## src/rtl/keypad_pkg.sv

```systemverilog
// keypad_pkg
// Shared definitions for the 4x4 keypad scanner:
//   state_t     - scanner FSM state encoding
//   ROWS_RST    - row drive pattern after reset (row 0 active, active-low)
//   KEY_W       - width of the key code (row*4 + col)
//   lowest_low  - index of the lowest-numbered low bit in a 4-bit active-low vector
//   row_index   - index of the single low bit in the row drive pattern
package keypad_pkg;

    typedef enum logic [1:0] {
        SCAN     = 2'd0,
        DEBOUNCE = 2'd1,
        HELD     = 2'd2,
        RELEASE  = 2'd3
    } state_t;

    localparam logic [3:0] ROWS_RST = 4'b1110;
    localparam int         KEY_W    = 4;

    function automatic logic [1:0] lowest_low(input logic [3:0] vec);
        logic [1:0] idx;
        idx = 2'd0;
        for (int i = 3; i >= 0; i--) begin
            if (!vec[i]) idx = 2'(i);
        end
        return idx;
    endfunction

    function automatic logic [1:0] row_index(input logic [3:0] vec);
        return lowest_low(vec);
    endfunction

endpackage

```

## src/rtl/scan_tick.sv

```systemverilog
// scan_tick
// Free-running scan divider. Produces a one-cycle tick every SCAN_DIV cycles.
// Ports:
//   cp   in  - clock
//   rst  in  - synchronous active-high reset (counter to 0)
//   tick out - high for one cycle when the counter sits at SCAN_DIV-1
module scan_tick #(
    parameter int SCAN_DIV = 100000
) (
    input  logic cp,
    input  logic rst,
    output logic tick
);

    localparam int CW = (SCAN_DIV > 1) ? $clog2(SCAN_DIV) : 1;

    logic [CW-1:0] cnt;

    always_ff @(posedge cp) begin
        if (rst) begin
            cnt <= '0;
        end else if (cnt == CW'(SCAN_DIV - 1)) begin
            cnt <= '0;
        end else begin
            cnt <= cnt + CW'(1);
        end
    end

    assign tick = (cnt == CW'(SCAN_DIV - 1));

endmodule

```

## src/rtl/keypad_scan.sv

```systemverilog
// keypad_scan
// 4x4 matrix keypad scanner with debounce on both press and release.
// Ports:
//   cp        in  - clock
//   rst       in  - synchronous active-high reset
//   rows      out - row drive, active-low, exactly one row low
//   cols      in  - column sense, active-low, asynchronous to cp
//   key       out - accepted key code (row*4 + col)
//   key_valid out - one-cycle pulse per accepted press (and per repeat)
//   key_held  out - high from press acceptance until release acceptance
// Build option: define KEYPAD_REPEAT_EN to re-pulse key_valid every
// REPEAT_SCANS ticks while a key stays held.
//
// state    | meaning
// ---------+-----------------------------------------------------------
// SCAN     | rotating rows one per tick, looking for any low column
// DEBOUNCE | row frozen, counting ticks the captured column stays low
// HELD     | key accepted, waiting for the captured column to go high
// RELEASE  | row frozen, counting ticks the captured column stays high
module keypad_scan
    import keypad_pkg::*;
#(
    parameter int SCAN_DIV     = 100000,
    parameter int DEB_SCANS    = 4,
    parameter int REPEAT_SCANS = 50
) (
    input  logic             cp,
    input  logic             rst,
    output logic [3:0]       rows,
    input  logic [3:0]       cols,
    output logic [KEY_W-1:0] key,
    output logic             key_valid,
    output logic             key_held
);

    logic       tick;
    logic [3:0] cols_m;
    logic [3:0] cols_s;
    state_t     state;
    logic [1:0] col_sel;
    logic [3:0] cnt;
    logic       col_up;

`ifdef KEYPAD_REPEAT_EN
    localparam int RW = $clog2(REPEAT_SCANS) + 1;
    logic [RW-1:0] rep_cnt;
`else
    // Keeps the parameter referenced in builds without auto-repeat.
    logic unused_repeat;
    assign unused_repeat = (REPEAT_SCANS > 0);
`endif

    scan_tick #(.SCAN_DIV(SCAN_DIV)) u_tick (
        .cp   (cp),
        .rst  (rst),
        .tick (tick)
    );

    // Rows stay frozen outside SCAN, so this always refers to the captured key.
    assign col_up = cols_s[col_sel];

    always_ff @(posedge cp) begin
        if (rst) begin
            cols_m    <= 4'b1111;
            cols_s    <= 4'b1111;
            rows      <= ROWS_RST;
            key       <= '0;
            key_valid <= 1'b0;
            key_held  <= 1'b0;
            state     <= SCAN;
            col_sel   <= 2'd0;
            cnt       <= 4'd0;
`ifdef KEYPAD_REPEAT_EN
            rep_cnt   <= '0;
`endif
        end else begin
            cols_m    <= cols;
            cols_s    <= cols_m;
            key_valid <= 1'b0;
            if (tick) begin
                case (state)
                    SCAN: begin
                        if (cols_s != 4'b1111) begin
                            col_sel <= lowest_low(cols_s);
                            cnt     <= 4'd1;
                            state   <= DEBOUNCE;
                        end else begin
                            rows <= {rows[2:0], rows[3]};
                        end
                    end
                    DEBOUNCE: begin
                        if (!col_up) begin
                            // cnt already includes the capture tick, so acceptance
                            // lands DEB_SCANS ticks after capture.
                            if (cnt >= 4'(DEB_SCANS)) begin
                                key       <= {row_index(rows), col_sel};
                                key_valid <= 1'b1;
                                key_held  <= 1'b1;
                                state     <= HELD;
`ifdef KEYPAD_REPEAT_EN
                                rep_cnt   <= '0;
`endif
                            end else begin
                                cnt <= cnt + 4'd1;
                            end
                        end else begin
                            state <= SCAN;
                            rows  <= {rows[2:0], rows[3]};
                        end
                    end
                    HELD: begin
                        if (col_up) begin
                            cnt   <= 4'd1;
                            state <= RELEASE;
                        end
`ifdef KEYPAD_REPEAT_EN
                        else if (rep_cnt == RW'(REPEAT_SCANS - 1)) begin
                            rep_cnt   <= '0;
                            key_valid <= 1'b1;
                        end else begin
                            rep_cnt <= rep_cnt + RW'(1);
                        end
`endif
                    end
                    RELEASE: begin
                        if (!col_up) begin
                            state <= HELD;
                        end else if (cnt >= 4'(DEB_SCANS)) begin
                            key_held <= 1'b0;
                            state    <= SCAN;
                            rows     <= {rows[2:0], rows[3]};
                        end else begin
                            cnt <= cnt + 4'd1;
                        end
                    end
                    default: state <= SCAN;
                endcase
            end
        end
    end

endmodule
```

## config.mk

```make
export PLATFORM = sky130hd
export DESIGN_NAME = keypad_scan
export DESIGN_NICKNAME = d
export VERILOG_FILES = /design/src/rtl/keypad_pkg.sv /design/src/rtl/scan_tick.sv /design/src/rtl/keypad_scan.sv
export SDC_FILE = /design/constraint.sdc
export NUM_CORES = 1
export LEC_CHECK = 0
export ABC_AREA = 1
export CORE_MARGIN = 1
export CORE_UTILIZATION = 51
export CTS_CLUSTER_DIAMETER = 120
export DETAILED_ROUTE_END_ITERATION = 12
export PLACE_DENSITY = 0.74
export SYNTH_ARGS = -nofsm -noshare
export SYNTH_HDL_FRONTEND = slang
export SYNTH_SLANG_ARGS = --single-unit
```

## constraint.sdc

```tcl
create_clock -name cp -period 1.4 [get_ports cp]
set_input_delay 0.35 -clock cp [delete_from_list [all_inputs] [get_ports cp]]
set_output_delay 0.35 -clock cp [all_outputs]
set_load 0.01 [all_outputs]
```

==> metrics.md <==
| Metric | Value |
|---|---|
| Outcome | finished with violations |
| Failing checks | setup timing |
| Post-Synthesis Cells | about 270 |
| Largest net degree at the start of global routing | 14 |
| PD cells | 852 mW/mm^2 |
| Die area | about 0.0042 sq mm |
| Net total in the final layout | between 300 and 400 |
| Mapped Avg Cell Area | slightly above 7 sq um |
| Post-synth net total | between 200 and 300 |
| N_diodes | 0 |
| Internal reg-to-reg setup slack | -0.16 ns |
| Leakage power | ~1.4 nW |
| Initial antenna violation count | 0 |
| Post-Synthesis Cell Area | roughly 0.002 sq mm |
| DRC | 0 |
| GRT Total Usage | 0.271 |
| Area Overhead vs Synth | 51.1% |
| Int Pwr | 2.03 mW |
| Clock share of power | 0.447 |
| Clock tree root buffer cell | clkbuf_8 |
| Final Skew | slightly below 0.006 ns |
| Net Sw Power | ~0.53 mW |
| IO Count | 16 |
| Starting density of the core | 0.536 |
| Vias in the first global route | slightly below 2k |
| Vias per inst | roughly 5.1 |
| Largest area contributor in the netlist | dfxtp_1 |
| Core area | ~0.0037 sq mm |
| Maximum clock rate | 0.640 GHz |
| Sequential power share | 0.487 |
| Drt total wl | 5380 um |
| Hold path depth | 1 |
| Hold Path Sink | cols_s[1] |
| Min-delay src | cols_m[1] |
| GP Congestion | ~0.84 |
| Slew headroom | 0.804 |
| Number of port buffers | 15 |
| Critical path launch point type | register |
| Logic pwr share | 0.065 |
| CTS tree | yes |
| Drt first pass iters | 4 |
| Initial drt markers | roughly 150 |
| Dpl hpwl | between 3000 and 4000 um |
| Synth warn | 0 |
| Reg2reg start | u_tick.cnt[0] |
| H-tree depth | 2 |
| Top cells by count, synth | nand2_1 (60), dfxtp_1 (43), nor2_1 (37), inv_1 (29), nand3_1 (21) |
| Final Setup Violations | 33 |
| Post-Route Utilization | 0.810 |
| RSZ-0062 raised after global routing | yes |
| Sequential fraction of the synthesis area | 0.432 |
| Worst Path Arrival | approximately 1.8 ns |
| Slew @ Worst Pin | between 0.2 and 0.3 ns |
| Worst Hold Class | reg2reg |
| Max-slew violations | 0 |
| Die height | 64.5 um |
| Total CTS buffers | 5 |
| First-pass GRT wire length | 8520 um |
| Tcrit/Tclk final | 1.12 |
| Switching share of power | 0.208 |
| Share of cells above drive strength 1 | 0.416 |
| Max FO, Critical Path | 5 |
| Most numerous cell in the Yosys netlist | nand2_1 |
| Worst setup EP type | register |
| Top_reg_cell synth | dfxtp_1 |
| Critical Setup Path Class | reg2reg |
| CTS max path bufs | 2 |
| R2R cell count | 9 |
| Fin. Hold Viols | 0 |
| R2R Path End | u_tick.cnt[16] |
| Row Count | 22 |
| WHS | roughly 0.4 ns |
| Post-synthesis async set-or-reset flop share | 0 |
| VDD IR max | 0.000668 V |
| Synth unique cells | 30 |
| Final min period | roughly 1.6 ns |
| Synth top area cells | dfxtp_1 (43%), nand2_1 (11%), nor2_1 (7.0%), inv_1 (5.5%), nand3_1 (5.3%) |
| Grt ovf | 0 |
| Clock-pin slew on the worst setup and hold paths | around 0.080 ns |
| Clock latency on the worst-skew pair | 0.31 ns |
| Final worst slack | -0.162 ns |
| Top-area cell type share of the netlist area | 0.432 |
| Req. time, crit path | 1.65 ns |
| WL/cell | between 10 and 15 um |
| Chip width | 64.5 um |
| Max-capacitance violation count | 0 |
| Via count | around 2.0k |
| Post-synth EDFFs | 0 |
| ANT nets after route | 0 |
| Clk sinks | 43 |
| #FFs+latches synth | between 40 and 50 |
kinds of logic after synthesis:
kind of cell / after synthesis / synth area share
AO/OA/AOI/OAI: 29 / 0.0785
XOR/XNOR: 6 / 0.0264
adder cells (fa/ha/maj): 2 / 0.0126
buffers and inverters: 39 / 0.0747
flip-flops: 43 / 0.432
AND/OR/NAND/NOR: 155 / 0.376
power by group through the flow:
stage               logic, mW  clock network, mW  registers, mW
global route            0.184               1.23           1.25
detailed placement      0.120                  0           1.28
floorplan              0.0624                  0           1.28
global placement        0.117                  0           1.28
finish                  0.168               1.15           1.25
CTS                     0.140               1.15           1.25
worst max-delay path, cell delays in order, from the launching register on:
cell and delay [ns]:
dfxtp_2 0.36, ha_4 0.15, nand2_4 0.06, nor2_4 0.17, nand4_1 0.18, buf_6 0.18
nor3_4 0.11, xor2_1 0.18, nand2_1 0.07, inv_1 0.04
layout by cell type (no fill, tap or decap), types with 6 or more instances in the layout:
cell type / synthesis / final
nand2_2: 5 / 6
nand2_1: 60 / 53
dfxtp_2: 0 / 8
a21oi_2: 0 / 6
or2_2: 8 / 8
nor2_1: 37 / 25
nand3_1: 21 / 15
dfxtp_1: 43 / 34
o21ai_1: 2 / 7
inv_1: 29 / 29
dlygate4sd2_1: 0 / 10
nor2_4: 4 / 12
nor2_2: 8 / 12
nand2_4: 0 / 6
buf_4: 0 / 46
worst max path at each step:
| stage | from | to | slack, ns | cells past startpoint |
|---|---|---|---|---|
| global route | u_tick.cnt[5] | u_tick.cnt[5] | -0.25 | 9 |
| detailed placement | rst | u_tick.cnt[2] | -0.15 | 5 |
| finish | u_tick.cnt[0] | u_tick.cnt[16] | -0.16 | 9 |
| CTS | u_tick.cnt[1] | u_tick.cnt[16] | -0.15 | 9 |
| floorplan | u_tick.cnt[0] | rows[0] | 0.008 | 8 |
| global placement | rst | u_tick.cnt[2] | -0.13 | 5 |
per-stage QoR:
stage          setup WS (ns)  total power [mW]  cell area [sq um]  setup TNS, ns  instances
3_5_place_dp          -0.149              1.40               2530          -2.39        378
2_1_floorplan        0.00792              1.34               1990              0        274
5_1_grt               -0.247              2.66               3010          -5.41        394
6_report              -0.162              2.57               3010          -2.62        394
3_3_place_gp          -0.125              1.39               2530          -1.57        378
4_1_cts               -0.154              2.54               2840          -2.32        392
sequential cells by signal (all words and copies together), names as in the netlist, named ones only:
| signal | cells |
|---|---|
| col_sel | 2 |
| rows | 4 |
| key | 4 |
| cols_s | 4 |
| u_tick.cnt | 17 |
| key_held | 1 |
| key_valid | 1 |
| cnt | 4 |
| cols_m | 4 |
| state | 1 |
cell type report:
class | count | area [sq um]
Multi-Input combinational cell | 192 | 1240
Sequential cell | 43 | 875
Fill cell | 238 | 706
Timing Repair Buffer | 66 | 557
Inverter | 36 | 143
Clock buffer | 6 | 72.6
Clock inverter | 2 | 60.1
Tap cell | 48 | 60.1
Timing Repair inverter | 1 | 7.51
layer usage:
| layer | GRT usage | part of all wire | wire [um] |
|---|---|---|---|
| met1 | 0.293 | 0.41 | 2190 |
| met5 | 0 | 0 | 0 |
| met4 | 0.150 | 0.038 | 206 |
| met2 | 0.478 | 0.52 | 2790 |
| met3 | 0.0704 | 0.035 | 189 |
timing repair:
action / 4_1_cts / 5_1_grt
gates cloned: 1 / 0
setup endpoints to repair: 40 / 35
hold buffers: 0 / 0
pin swaps: 16 / 14
gates resized for setup: 51 / 45
setup buffers: 5 / 2
hold endpoints to repair: 0 / 0
Power figures use the tool's default switching activity.
